<file path="config.mk">
export PLATFORM = sky130hd
export DESIGN_NAME = bin2bcd_seq
export DESIGN_NICKNAME = d
export VERILOG_FILES = /design/src/rtl/bin2bcd_seq.sv
export SDC_FILE = /design/constraint.sdc
export NUM_CORES = 1
export LEC_CHECK = 0
export BUFFER_PORTS_ARGS = -buffer_cell sky130_fd_sc_hd__buf_2
export CAP_MARGIN = 20
export CORE_ASPECT_RATIO = 0.8
export CORE_MARGIN = 2
export CORE_UTILIZATION = 40
export DETAILED_ROUTE_END_ITERATION = 7
export GPL_ROUTABILITY_DRIVEN = 1
export HOLD_SLACK_MARGIN = 0.03
export PLACE_DENSITY_LB_ADDON = 0.08
export SYNTH_ARGS = -nofsm -noshare
export SYNTH_HDL_FRONTEND = slang
export SYNTH_SLANG_ARGS = --single-unit
export TNS_END_PERCENT = 20
</file>
<file path="constraint.sdc">
create_clock -name clk -period 1.76 [get_ports clk]
set_input_delay 0.352 -clock clk [delete_from_list [all_inputs] [get_ports clk]]
set_output_delay 0.352 -clock clk [all_outputs]
set_load 0.02 [all_outputs]
</file>
<file path="src/rtl/bin2bcd_seq.sv">
// Sequential binary-to-BCD converter using shift-add-3, one input bit per clock.
// Digits and overflow flag are registered and only updated when a conversion completes.
module bin2bcd_seq #(
    parameter int BIN_W   = 14,
    parameter int SAT_VAL = 9999
) (
    input  logic             clk,
    input  logic             rst,
    input  logic [BIN_W-1:0] bin,
    input  logic             start,
    output logic             ready,
    output logic             done,
    output logic             ovf,
    output logic [3:0]       ones,
    output logic [3:0]       tens,
    output logic [3:0]       hundreds,
    output logic [3:0]       thousands
);

    localparam int          CNT_W = $clog2(BIN_W + 1);
    localparam logic [31:0] SAT_U = 32'(SAT_VAL);

    typedef enum logic [1:0] {IDLE, SHIFT, LOAD} state_t;

    state_t           state, state_nxt;
    logic [BIN_W-1:0] v;
    logic             ovf_pend;
    logic [15:0]      scratch;
    logic [15:0]      scratch_adj;
    logic [CNT_W-1:0] cnt;
    logic             over;

    // Compare at 32 bits so a SAT_VAL wider than BIN_W never gets truncated.
    assign over = 32'(bin) > SAT_U;

    // State register
    always_ff @(posedge clk or negedge rst) begin
        // NOTE: sequential state uses non-blocking assignments so every register
        // samples pre-edge values regardless of block ordering.
        if (!rst) state <= IDLE;
        else      state <= state_nxt;
    end

    // Next-state logic
    always_comb begin
        // NOTE: default assignment first so no path leaves state_nxt unassigned (no latch).
        state_nxt = state;
        unique case (state)
            IDLE:    if (start)              state_nxt = SHIFT;
            SHIFT:   if (cnt == CNT_W'(1))   state_nxt = LOAD;
            LOAD:                            state_nxt = IDLE;
            default:                         state_nxt = IDLE;
        endcase
    end

    // Output logic
    always_comb begin
        ready = (state == IDLE);
    end

    // Add-3 correction, each nibble independent; the following shift carries.
    always_comb begin
        scratch_adj = scratch;
        for (int i = 0; i < 4; i++) begin
            if (scratch[4*i +: 4] >= 4'd5)
                scratch_adj[4*i +: 4] = scratch[4*i +: 4] + 4'd3;
        end
    end

    // Datapath and registered outputs
    always_ff @(posedge clk or negedge rst) begin
        // NOTE: every register here is small control/data state, so all of it is
        // reset; an aborted conversion must leave no stale digits behind.
        if (!rst) begin
            v         <= '0;
            ovf_pend  <= 1'b0;
            scratch   <= '0;
            cnt       <= '0;
            done      <= 1'b0;
            ovf       <= 1'b0;
            ones      <= '0;
            tens      <= '0;
            hundreds  <= '0;
            thousands <= '0;
        end else begin
            done <= (state == LOAD);
            unique case (state)
                IDLE: begin
                    if (start) begin
                        v        <= over ? BIN_W'(SAT_U) : bin;
                        ovf_pend <= over;
                        scratch  <= '0;
                        cnt      <= CNT_W'(BIN_W);
                    end
                end
                SHIFT: begin
                    scratch <= {scratch_adj[14:0], v[BIN_W-1]};
                    v       <= v << 1;
                    cnt     <= cnt - CNT_W'(1);
                end
                LOAD: begin
                    thousands <= scratch[15:12];
                    hundreds  <= scratch[11:8];
                    tens      <= scratch[7:4];
                    ones      <= scratch[3:0];
                    ovf       <= ovf_pend;
                end
                default: ;
            endcase
        end
    end

endmodule

</file>
# Yosys cells after proc, flatten, opt, wreduce, memory -nomap -nowiden
# Cells that the tools add are included.
dict set report word_totals {
  regBits 55
  out_inout_bits 19
  elab_cells 45
}
dict set report op_classes {
  addsub 5
  order_cmp 5
  n_eq_ne 5
  mux 14
  n_reduce_logical 5
}
# op count
set op_table {}
lappend op_table {{$pmux 16 s2} 1}
lappend op_table {{$mux 14} 2}
lappend op_table {{$pmux 14 s2} 1}
lappend op_table {{$ge 4x3->1 const B} 4}
lappend op_table {{$mux 16} 1}
lappend op_table {{$mux 4} 4}
lappend op_table {{$gt 14x14->1 const B} 1}
lappend op_table {{$add 4x2->4 const B} 3}
lappend op_table {{$pmux 4 s2} 1}
lappend op_table {{$reduce_and 2->1} 3}
lappend op_table {{$eq 4x1->1 const B} 1}
lappend op_table {{$mux 2} 2}
lappend op_table {{$ne 2x2->1 const B} 2}
lappend op_table {{$pmux 2 s2} 1}
lappend op_table {{$sub 4x1->4 const B} 1}
lappend op_table {{$add 3x2->3 const B} 1}
lappend op_table {{$mux 3} 1}
lappend op_table {{$eq 2x1->1 const B} 1}
lappend op_table {{$eq 2x2->1 const B} 1}
lappend op_table {{$logic_not 2->1} 1}
lappend op_table {{$reduce_bool 2->1} 1}

# Logic depth before layout (Yosys ltp)
# Gate-level depths: netlist of the first run.
dict set report depth {
  ltp_word 4
  mapped_depth 6
  ltp_nobuf 6
}

# Worst setup path before layout of the first run
# Ideal clock, no wire load.
dict set report synth_timing {
  kind {reg2reg}
  startpoint {reg state[1]}
  endpoint {reg v[5]}
  setup_time_ps 118
  arrival_time_ps 1353
  slack_ps 289
  path_stages_with_launch 6
  n_path_buf 1
  path_cell_list {dfrtp_1 nor3b_2 nor2_2 buf_6 a22o_1 a21o_1}
}
dict set report synth_via {
  elab_chain_len 3
  elab_cells_between_ends 6
  cone_classes {eq/ne (2); mux (1); reduce/logical (3)}
}
# item line_no
set synth_rtl {}
lappend synth_rtl {{start: declaration} 25} ;# state_t state, state_nxt;
lappend synth_rtl {{start signal: assignment} 41} ;# else state <= state_nxt;
lappend synth_rtl {{$eq 2x1->1 or $logic_not 2->1 (tied branches)} 87} ;# unique case (state)
lappend synth_rtl {{$reduce_bool 2->1 (no source line) or $ne 2x2->1 (tied branches)} -}
lappend synth_rtl {{$reduce_and 2->1 (no source line)} -}
lappend synth_rtl {{end signal: assignment} 90} ;# v <= over ? BIN_W'(SAT_U) : bin;
lappend synth_rtl {{end signal: assignment} 98} ;# v <= v << 1;
lappend synth_rtl {{end: declaration} 26} ;# logic [BIN_W-1:0] v;
# Several ways; a longest one is shown, not always the timed one.
# A chain may end at the register's enable or synchronous reset.

# Worst setup path after layout of the first run
dict set report layout_timing {
  startpoint {reg state[1]}
  endpoint {reg scratch[3]}
}
dict set report layout_via {
  elab_chain_len 3
  elab_cells_between_ends 6
  cone_classes {eq/ne (2); mux (1); reduce/logical (3)}
}
# item line_no
set layout_rtl {}
lappend layout_rtl {{$eq 2x1->1 or $logic_not 2->1 (tied branches)} 87}
lappend layout_rtl {{$reduce_bool 2->1 (no source line) or $ne 2x2->1 (tied branches)} -}
lappend layout_rtl {{$reduce_and 2->1 (no source line)} -}
lappend layout_rtl {{end signal: assignment} 97} ;# scratch <= {scratch_adj[14:0], v[BIN_W-1]};
lappend layout_rtl {{end: declaration} 28} ;# logic [15:0] scratch;
# Several ways; a longest one is shown, not always the timed one.

==> impl_results.md, run 1 <==
* Fraction of final layout cells with drive strength greater than 1 at 24.82%
* Run status: complete, no violations
* Maximum level of the CTS H-tree at 2
* Total negative slack for setup checks at 0 ps
* Worst skew pair latency at 300 ps
* Final ANT Viol Nets at 0
* DR iter-0 viols at 81
* Unrepaired setup endpoints after global routing: false
* Vias in the first global route at 1715
* Wire length of the first global-routing pass at 8535 um
* Fin nets at 300
* Number of placed instances with taps included at 346
* First drt pass iteration count at 4
* Main synth FF type: sky130_fd_sc_hd__dfrtp_1
* Mean cell area of the mapped netlist at 11.04 um^2
* Simple-gate share of the synthesized area at 10.94%
* Final Cycle Share at 89.12%
* Endpoint required time on the critical path at 1960 ps
* Series of cell instances along the critical path: or3b_1, nand2_4, o31ai_1, a32o_1
* Cts repair resizes at 0
* Top cells by area, synth: sky130_fd_sc_hd__dfrtp_1 54%, sky130_fd_sc_hd__ha_1 4.9%, sky130_fd_sc_hd__mux2_2 4.0%
* Number of antenna repair diodes at 0
* TritonCTS clock tree: built
* Area growth from synthesis to final layout at 17.15%
* Total CTS buffers at 5
* Achievable Freq at 637.5 MHz
* Drc violations at 0
* Fraction of synthesized area in multiplexers at 5.569%
* Share of the synthesized area in compound gates (AO/OA/AOI/OAI) at 17.30%
* Post-layout worst setup margin at 191.5 ps
* Power per unit of standard cell area at 1860 nW/um^2
* Number of failing hold endpoints at the final stage at 0
* Syn nets at 257
* Minimum setup slack after placement at 234.9 ps
* Final number of max-transition violations at 0
* Post-synthesis async set-or-reset flop share at 100.0%
* Cell accounting for the most synthesized area: sky130_fd_sc_hd__dfrtp_1
* Pin count of the biggest net entering global routing at 45
* Post-synth EDFFs at 0
* Number of buffers on the longest clock path at 2
* Clock transition at path regs at 90 ps
* Shortest period the worst path allows at 1569 ps
* Grt total ovfl at 0
* Routability congestion estimate from global placement at 0.7900
* Clock tree root buffer cell: sky130_fd_sc_hd__clkbuf_8
* Number of sinks driven by the clock tree at 55
* Yosys synthesis warning count at 0
* Core footprint at 6006 um^2
* Non-filler instance count after layout at 355
* Average via count per standard cell at 5.093
* Site row count at 25
* Final routed wire length divided by cell count at 14.27 um
* Fraction of the core area covered by cells at the end of the flow at 49.52%
* Post-Synth Adder-Cell Area at 4.929%
* Least-Margin Pin Slew at 529.2 ps
* Instance count of the mapped netlist at 230
* Slowest cell delay on critical path at 470 ps
* Arr. time, crit path at 1760 ps
* Total vias in the final route at 1808
* Dpl hpwl at 3597 um
* Type of destination of the critical path: register
* IO Count at 36
* Commonest non-fill, non-tap cell in the layout: sky130_fd_sc_hd__dfrtp_1
* Setup violation total in the final timing report at 0
* Mapped cell area at 2539 um^2
* Die Area at 7004 um^2
* XOR/XNOR share of the synthesized area at 2.760%
* GRT Total Usage at 15.89%
* Max-cap violation count at 0
* Portion of synthesized cell area occupied by the leading cell type at 54.21%
* Worst Skew at 3.207 ps
* Total wire length at 5067 um
* Starting density of the core at 42.27%
* Commonest cells after routing, fill and taps aside: 55 x sky130_fd_sc_hd__dfrtp_1, 35 x sky130_fd_sc_hd__buf_2, 23 x sky130_fd_sc_hd__nand2_1, 20 x sky130_fd_sc_hd__o21ai_0, 12 x sky130_fd_sc_hd__inv_1
* Count of buffers from port buffering at 35
* Die width at 93.07 um
* Leakage dissipation at 0.001452 uW
* Setup CP Type: register to register
* Type of the tightest min-delay check: primary input to register
* Die Y at 75.26 um
* Combinational family with the most area after synthesis: compound AO/OA/AOI/OAI gates
* Flop and latch count out of synthesis at 55
* Number of antenna violations at the first check in global routing at 0
* Number of distinct library cell variants in the gate-level netlist after synthesis at 38
* Worst slew margin relative to its limit at 64.68%
* Maximum fanout along the worst path at 15
* Share of the yosys chip area belonging to registers at 54.21%
* Slowest CP cell: sky130_fd_sc_hd__or3b_1
* Kind of start point of the critical path: register
* Maximum ir drop on the vdd rail at 0.7360 mV
[per-stage QoR]
step / hold slack [ps] / total power (uW) / cell area (um^2)
global placement: 267.0 / 4683 / 2846
floorplan: 56.41 / 4023 / 2539
detailed placement: 265.1 / 4698 / 2846
global route: 248.0 / 6012 / 2974
CTS: 250.1 / 5586 / 2974
finish: 256.7 / 5532 / 2974
[Yosys cell counts, types with 2 or more instances]
cell / number
sky130_fd_sc_hd__ha_1: 10
sky130_fd_sc_hd__a22o_1: 8
sky130_fd_sc_hd__nand3_1: 2
sky130_fd_sc_hd__o22ai_1: 10
sky130_fd_sc_hd__buf_2: 6
sky130_fd_sc_hd__nand2b_1: 7
sky130_fd_sc_hd__mux2i_1: 4
sky130_fd_sc_hd__a32o_1: 4
sky130_fd_sc_hd__nand2_1: 23
sky130_fd_sc_hd__o31ai_1: 5
sky130_fd_sc_hd__mux2_2: 9
sky130_fd_sc_hd__buf_6: 2
sky130_fd_sc_hd__xnor2_1: 5
sky130_fd_sc_hd__inv_1: 12
sky130_fd_sc_hd__a21oi_1: 7
sky130_fd_sc_hd__a21o_1: 4
sky130_fd_sc_hd__nor2_1: 11
sky130_fd_sc_hd__o32ai_1: 3
sky130_fd_sc_hd__clkbuf_1: 3
sky130_fd_sc_hd__a22oi_1: 2
sky130_fd_sc_hd__o21ai_0: 20
sky130_fd_sc_hd__dfrtp_1: 55
sky130_fd_sc_hd__xor2_1: 3
[worst paths after layout]
path	start	to	slack (ps)	cells past startpoint
setup reg to reg	state[1]$_DFFE_PN0P_	scratch[3]$_DFFE_PN0P_	190	4
hold / removal	bin[7]	v[7]$_DFFE_PN0P_	260	2
min in group asynchronous	rst	state[1]$_DFFE_PN0P_	470	2
hold reg to reg	thousands[1]$_DFFE_PN0P_	thousands[1]$_DFFE_PN0P_	490	2
max in group asynchronous	rst	v[11]$_DFFE_PN0P_	760	3
setup / recovery	state[1]$_DFFE_PN0P_	scratch[3]$_DFFE_PN0P_	190	4
[area by class of cell]
type | instances | area, um^2
fillers | 581 | 3032
flip-flops and latches | 55 | 1376
multi-input cells | 152 | 1054
repair buffers | 47 | 280.3
well taps | 81 | 101.3
clock buffers | 6 | 82.58
inverters | 12 | 45.04
clock inverters | 2 | 35.03
[kinds of logic (layout without fill, tap and decap cells)]
group / count (synthesis) / in the layout
adders and majority gates: 10 / 10
AOI/OAI and AO/OA: 66 / 66
buffers and inverters: 23 / 67
xor gates and xnor gates: 8 / 8
DFF: 55 / 55
muxes: 13 / 13
and+or+nand+nor: 55 / 55
[timing repair]
action	CTS	global route
endpoints found under the hold margin	11	0
endpoints found under the setup margin	0	0
buffers inserted	0	0
hold buffers	1	0
[critical path: cells and delay by family, from the launching register on]
kind | cells | cell delay [ps]
AO/OA/AOI/OAI | 2 | 320
AND/OR/NAND/NOR | 2 | 680
flip-flops | 1 | 460
[sequential cells by signal, indices dropped and copies added, names as in the netlist]
name       flops
cnt            4
done           1
hundreds       4
ones           4
ovf            1
ovf_pend       1
scratch       16
state          2
tens           4
thousands      4
v             14
[where the power goes]
group / total, uW / switching, uW / internal (uW)
Sequential: 2200 / 381 / 1820
Combinational: 2460 / 1370 / 1090
Clock: 866 / 405 / 461
[per-layer routing]
layer / global-route usage, % / wire length (um) / up-vias
li1: - / - / 901
met1: 24.04 / 2716 / 858
met2: 22.71 / 2114 / 41
met3: 4.004 / 197 / 8
met4: 4.412 / 39 / 0
met5: 0 / 0 / -
No activity file was read; power rests on OpenSTA's default activity.
==> inputs of run 2 (changes only) <==
- ABC_AREA: unset -> 1
- SETUP_SLACK_MARGIN: unset -> 0.02
==> run 2 against run 1 <==
  * Worst hold slack worse by 230 ps
  * Synthesized cell count grew 36%
  * Largest power group unchanged
  * Critical endpoint is now ready
  * Critical path depth fell by 2
  * Clock power down 14%
==> impl_results.md, run 2 <==
* Max-cap violation count at 0 (unchanged)
* Crit path to: ready (was scratch[3]$_DFFE_PN0P_)
* Kind of start point of the critical path: register (unchanged)
* Number of antenna violations at the first check in global routing at 0 (unchanged)
* Mean cell area of the mapped netlist at 8.255 um^2 (was 11.04 um^2)
* Clock tree root buffer cell: sky130_fd_sc_hd__clkbuf_8 (unchanged)
* TritonCTS clock tree: built (unchanged)
* Instance count of the mapped netlist at 313 (was 230)
* Most frequent cells after synthesis: 98 x sky130_fd_sc_hd__nand2_1, 55 x sky130_fd_sc_hd__dfrtp_1, 30 x sky130_fd_sc_hd__nor2_1 (was 55 x sky130_fd_sc_hd__dfrtp_1, 23 x sky130_fd_sc_hd__nand2_1, 20 x sky130_fd_sc_hd__o21ai_0)
* Type of the tightest min-delay check: primary input to async pin (was primary input to register)
* Fin nets at 377 (was 300)
* Largest register by flop count: scratch (unchanged)
* Finished layout cell area at 2980 um^2 (was 2974 um^2)
* Post-Synth Adder-Cell Area at 4.843% (was 4.929%)
* Area growth from synthesis to final layout at 15.35% (was 17.15%)
* Starting density of the core at 40.94% (was 42.27%)
* Share of the yosys chip area belonging to registers at 53.27% (was 54.21%)
* Least-Margin Pin Slew at 508.2 ps (was 529.2 ps)
* Worst reg2reg path depth at 8 (was 4)
* Routability congestion estimate from global placement at 0.8327 (was 0.7900)
* Net Sw Power at 2318 uW (was 2153 uW)
* Number of failing hold endpoints at the final stage at 0 (unchanged)
* Vias in the first global route at 1995 (was 1715)
* Main synth FF type: sky130_fd_sc_hd__dfrtp_1 (unchanged)
* Type of destination of the critical path: output pin (was register)
* Share of the synthesized area in compound gates (AO/OA/AOI/OAI) at 11.77% (was 17.30%)
* Setup violation total in the final timing report at 0 (unchanged)
* Cell accounting for the most synthesized area: sky130_fd_sc_hd__dfrtp_1 (unchanged)
* Worst skew pair latency at 300 ps (about the same)
* Design internal power at 3152 uW (was 3379 uW)
* Fraction of synthesized area in multiplexers at 0% (was 5.569%)
* Number of flip-flops in the largest register at 16 (unchanged)
* Total negative slack for setup checks at 0 ps (unchanged)
* Endpoint required time on the critical path at 1410 ps (was 1960 ps)
* Number of distinct library cell variants in the gate-level netlist after synthesis at 19 (was 38)
* Worst Skew at 7.666 ps (was 3.207 ps)
* Registers with the most flip-flops: scratch x16, v x14 (unchanged)
* Destination of the worst register-to-register timing path: scratch[10]$_DFFE_PN0P_ (was scratch[3]$_DFFE_PN0P_)
* Wire length of the first global-routing pass at 9121 um (was 8535 um)
* Total vias in the final route at 2083 (was 1808)
* Post-synth EDFFs at 0 (unchanged)
* Top cells by area, synth: sky130_fd_sc_hd__dfrtp_1 53%, sky130_fd_sc_hd__nand2_1 14%, sky130_fd_sc_hd__o21ai_1 5.4% (was sky130_fd_sc_hd__dfrtp_1 54%, sky130_fd_sc_hd__ha_1 4.9%, sky130_fd_sc_hd__mux2_2 4.0%)
* Die Area at 7122 um^2 (was 7004 um^2)
* Fraction of final layout cells with drive strength greater than 1 at 15.67% (was 24.82%)
* Series of cell instances along the critical path: nor2_1, buf_2 (was or3b_1, nand2_4, o31ai_1, a32o_1)
* Setup bufs post-CTS at 0 (unchanged)
* Cts repair resizes at 0 (unchanged)
* Average via count per standard cell at 4.789 (was 5.093)
* Power per unit of standard cell area at 1835 nW/um^2 (was 1860 nW/um^2)
* Power share of the combinational group at 46.1% (was 44.5%)
* Mapped cell area at 2584 um^2 (was 2539 um^2)
* Maximum level of the CTS H-tree at 2 (unchanged)
* Final ANT Viol Nets at 0 (unchanged)
* Combinational family with the most area after synthesis: simple AND/OR/NAND/NOR gates (was compound AO/OA/AOI/OAI gates)
* First drt pass iteration count at 4 (unchanged)
* Number of sinks driven by the clock tree at 55 (unchanged)
* Slowest cell delay on critical path at 430 ps (was 470 ps)
* Post-synthesis async set-or-reset flop share at 100.0% (unchanged)
* Grt total ovfl at 0 (unchanged)
* Unrepaired setup endpoints after global routing: false (unchanged)
* Pwr Total at 5470 uW (was 5532 uW)
* Number of buffers on the longest clock path at 2 (unchanged)
* Number of antenna repair diodes at 0 (unchanged)
* Total CTS buffers at 5 (unchanged)
* Net switching share of the total power at 42.38% (was 38.92%)
* Dominant cell by count in the synthesized netlist: sky130_fd_sc_hd__nand2_1 (was sky130_fd_sc_hd__dfrtp_1)
* GRT Total Usage at 16.26% (was 15.89%)
* Clock transition at path regs at 90 ps (about the same)
* Commonest cells after routing, fill and taps aside: 98 x sky130_fd_sc_hd__nand2_1, 55 x sky130_fd_sc_hd__dfrtp_1, 35 x sky130_fd_sc_hd__buf_2, 30 x sky130_fd_sc_hd__nor2_1, 28 x sky130_fd_sc_hd__o21ai_1 (was 55 x sky130_fd_sc_hd__dfrtp_1, 35 x sky130_fd_sc_hd__buf_2, 23 x sky130_fd_sc_hd__nand2_1, 20 x sky130_fd_sc_hd__o21ai_0, 12 x sky130_fd_sc_hd__inv_1)
* XOR/XNOR share of the synthesized area at 1.017% (was 2.760%)
* Shortest period the worst path allows at 1417 ps (was 1569 ps)
* Maximum ir drop on the vdd rail at 0.7536 mV (was 0.7360 mV)
* IO Count at 36 (unchanged)
* Total wire length at 5207 um (was 5067 um)
* Flop2flop setup slack at 410 ps (was 190 ps)
* DR iter-0 viols at 128 (was 81)
* Cell Area, Placed at 2880 um^2 (was 2846 um^2)
* Achievable Freq at 705.5 MHz (was 637.5 MHz)
* Core footprint at 6311 um^2 (was 6006 um^2)
* Maximum fanout along the worst path at 4 (was 15)
* Slowest CP cell: sky130_fd_sc_hd__dfrtp_1 (was sky130_fd_sc_hd__or3b_1)
* Drc violations at 0 (unchanged)
* Startpoint of the worst-slack reg-to-reg timing path: scratch[8]$_DFFE_PN0P_ (was state[1]$_DFFE_PN0P_)
* Simple-gate share of the synthesized area at 22.52% (was 10.94%)
* Die Y at 75.89 um (was 75.26 um)
* Portion of synthesized cell area occupied by the leading cell type at 53.27% (was 54.21%)
* Arr. time, crit path at 1070 ps (was 1760 ps)
* Die width at 93.86 um (was 93.07 um)
* Pin count of the biggest net entering global routing at 56 (was 45)
* Leakage dissipation at 0.001564 uW (was 0.001452 uW)
* Syn nets at 340 (was 257)
* Final Cycle Share at 80.53% (was 89.12%)
* Layout filler cell count at 650 (was 581)
* Part of the power in the clock network at 13.7% (was 15.7%)
* Commonest non-fill, non-tap cell in the layout: sky130_fd_sc_hd__nand2_1 (was sky130_fd_sc_hd__dfrtp_1)
* Flop and latch count out of synthesis at 55 (unchanged)
* Run status: complete, no violations (unchanged)
* Final number of max-transition violations at 0 (unchanged)
* Yosys synthesis warning count at 0 (unchanged)
* Setup CP Type: register to output pin (was register to register)
* Sequential power share at 40.2% (was 39.9%)
* Site row count at 26 (was 25)
* Count of buffers from port buffering at 35 (unchanged)
* Cts hold-fix bufs at 0 (was 1)
* Final routed wire length divided by cell count at 11.97 um (was 14.27 um)
* Worst slew margin relative to its limit at 66.07% (was 64.68%)
* Dpl hpwl at 3526 um (was 3597 um)
* Start point of the critical path: state[0]$_DFFE_PN0P_ (was state[1]$_DFFE_PN0P_)
==> run 2: cell count changes after synthesis, moves of 5 or more <==
cell,previous run,this run
sky130_fd_sc_hd__nand2b_1,7,0
sky130_fd_sc_hd__o31ai_1,5,0
sky130_fd_sc_hd__xnor2_1,5,0
sky130_fd_sc_hd__o21ai_1,1,28
sky130_fd_sc_hd__inv_1,12,26
sky130_fd_sc_hd__mux2_2,9,0
sky130_fd_sc_hd__nand2_1,23,98
sky130_fd_sc_hd__inv_2,0,5
sky130_fd_sc_hd__o21ai_0,20,10
sky130_fd_sc_hd__nand3_1,2,18
sky130_fd_sc_hd__a22o_1,8,0
sky130_fd_sc_hd__nor2_1,11,30
==> run 2: power by group through the flow <==
stage	combinational (uW)	clock, uW	sequential [uW]
after detailed placement	2550	0	2230
after CTS	2570	791	2200
after global routing	2950	823	2290
after global placement	2520	0	2220
final	2520	749	2200
after floorplan	1700	0	2330
==> run 2: cell families after synthesis <==
kind of cell / count (synthesis)
compound gates: 55
xor+xnor: 3
simple gates: 148
flops: 55
fa+ha+maj: 10
buf+inv: 42
==> run 2: area by class of cell <==
cell class	instances	area, um^2	share of cell area, %
tap	84	105.1	3.526
multi-input combinational	216	1037	34.80
timing repair buffer	41	245.2	8.228
sequential	55	1376	46.18
inverter	31	116.4	3.904
clock buffer	8	100.1	3.359
==> run 2: routing by layer <==
layer	wire length, um	vias to the layer above	global-route usage (%)
li1	-	1072	-
met1	2687	981	22.11
met2	2339	28	27.30
met3	150	2	3.264
met4	28	0	3.865
met5	0	-	0
==> run 2: worst min path at each step <==
stage,start,end,slack (ps),depth (start not counted)
detailed placement,rst,cnt[2]$_DFFE_PN0P_,380,2
finish,rst,done$_DFF_PN0_,30,2
floorplan,rst,cnt[0]$_DFFE_PN0P_,60,0
global route,rst,cnt[2]$_DFFE_PN0P_,60,2
global placement,rst,done$_DFF_PN0_,380,2
CTS,rst,done$_DFF_PN0_,40,2
==> run 2: stage by stage <==
step           hold WS [ps]  cells  utilization, %  setup WS, ps
2_1_floorplan         56.41    313               -         436.3
5_1_grt               55.94    435           47.22         221.9
6_report              25.71    435           47.22         342.6
4_1_cts               43.69    435           47.22         325.8
3_5_place_dp          378.7    427           45.64         339.5
3_3_place_gp          380.1    427           45.64         370.5
==> run 2: critical path: cells and delay by family, from the launching register on <==
family | cells | cell delay [ps]
flops | 1 | 430
buf+inv | 1 | 190
simple gates | 1 | 150
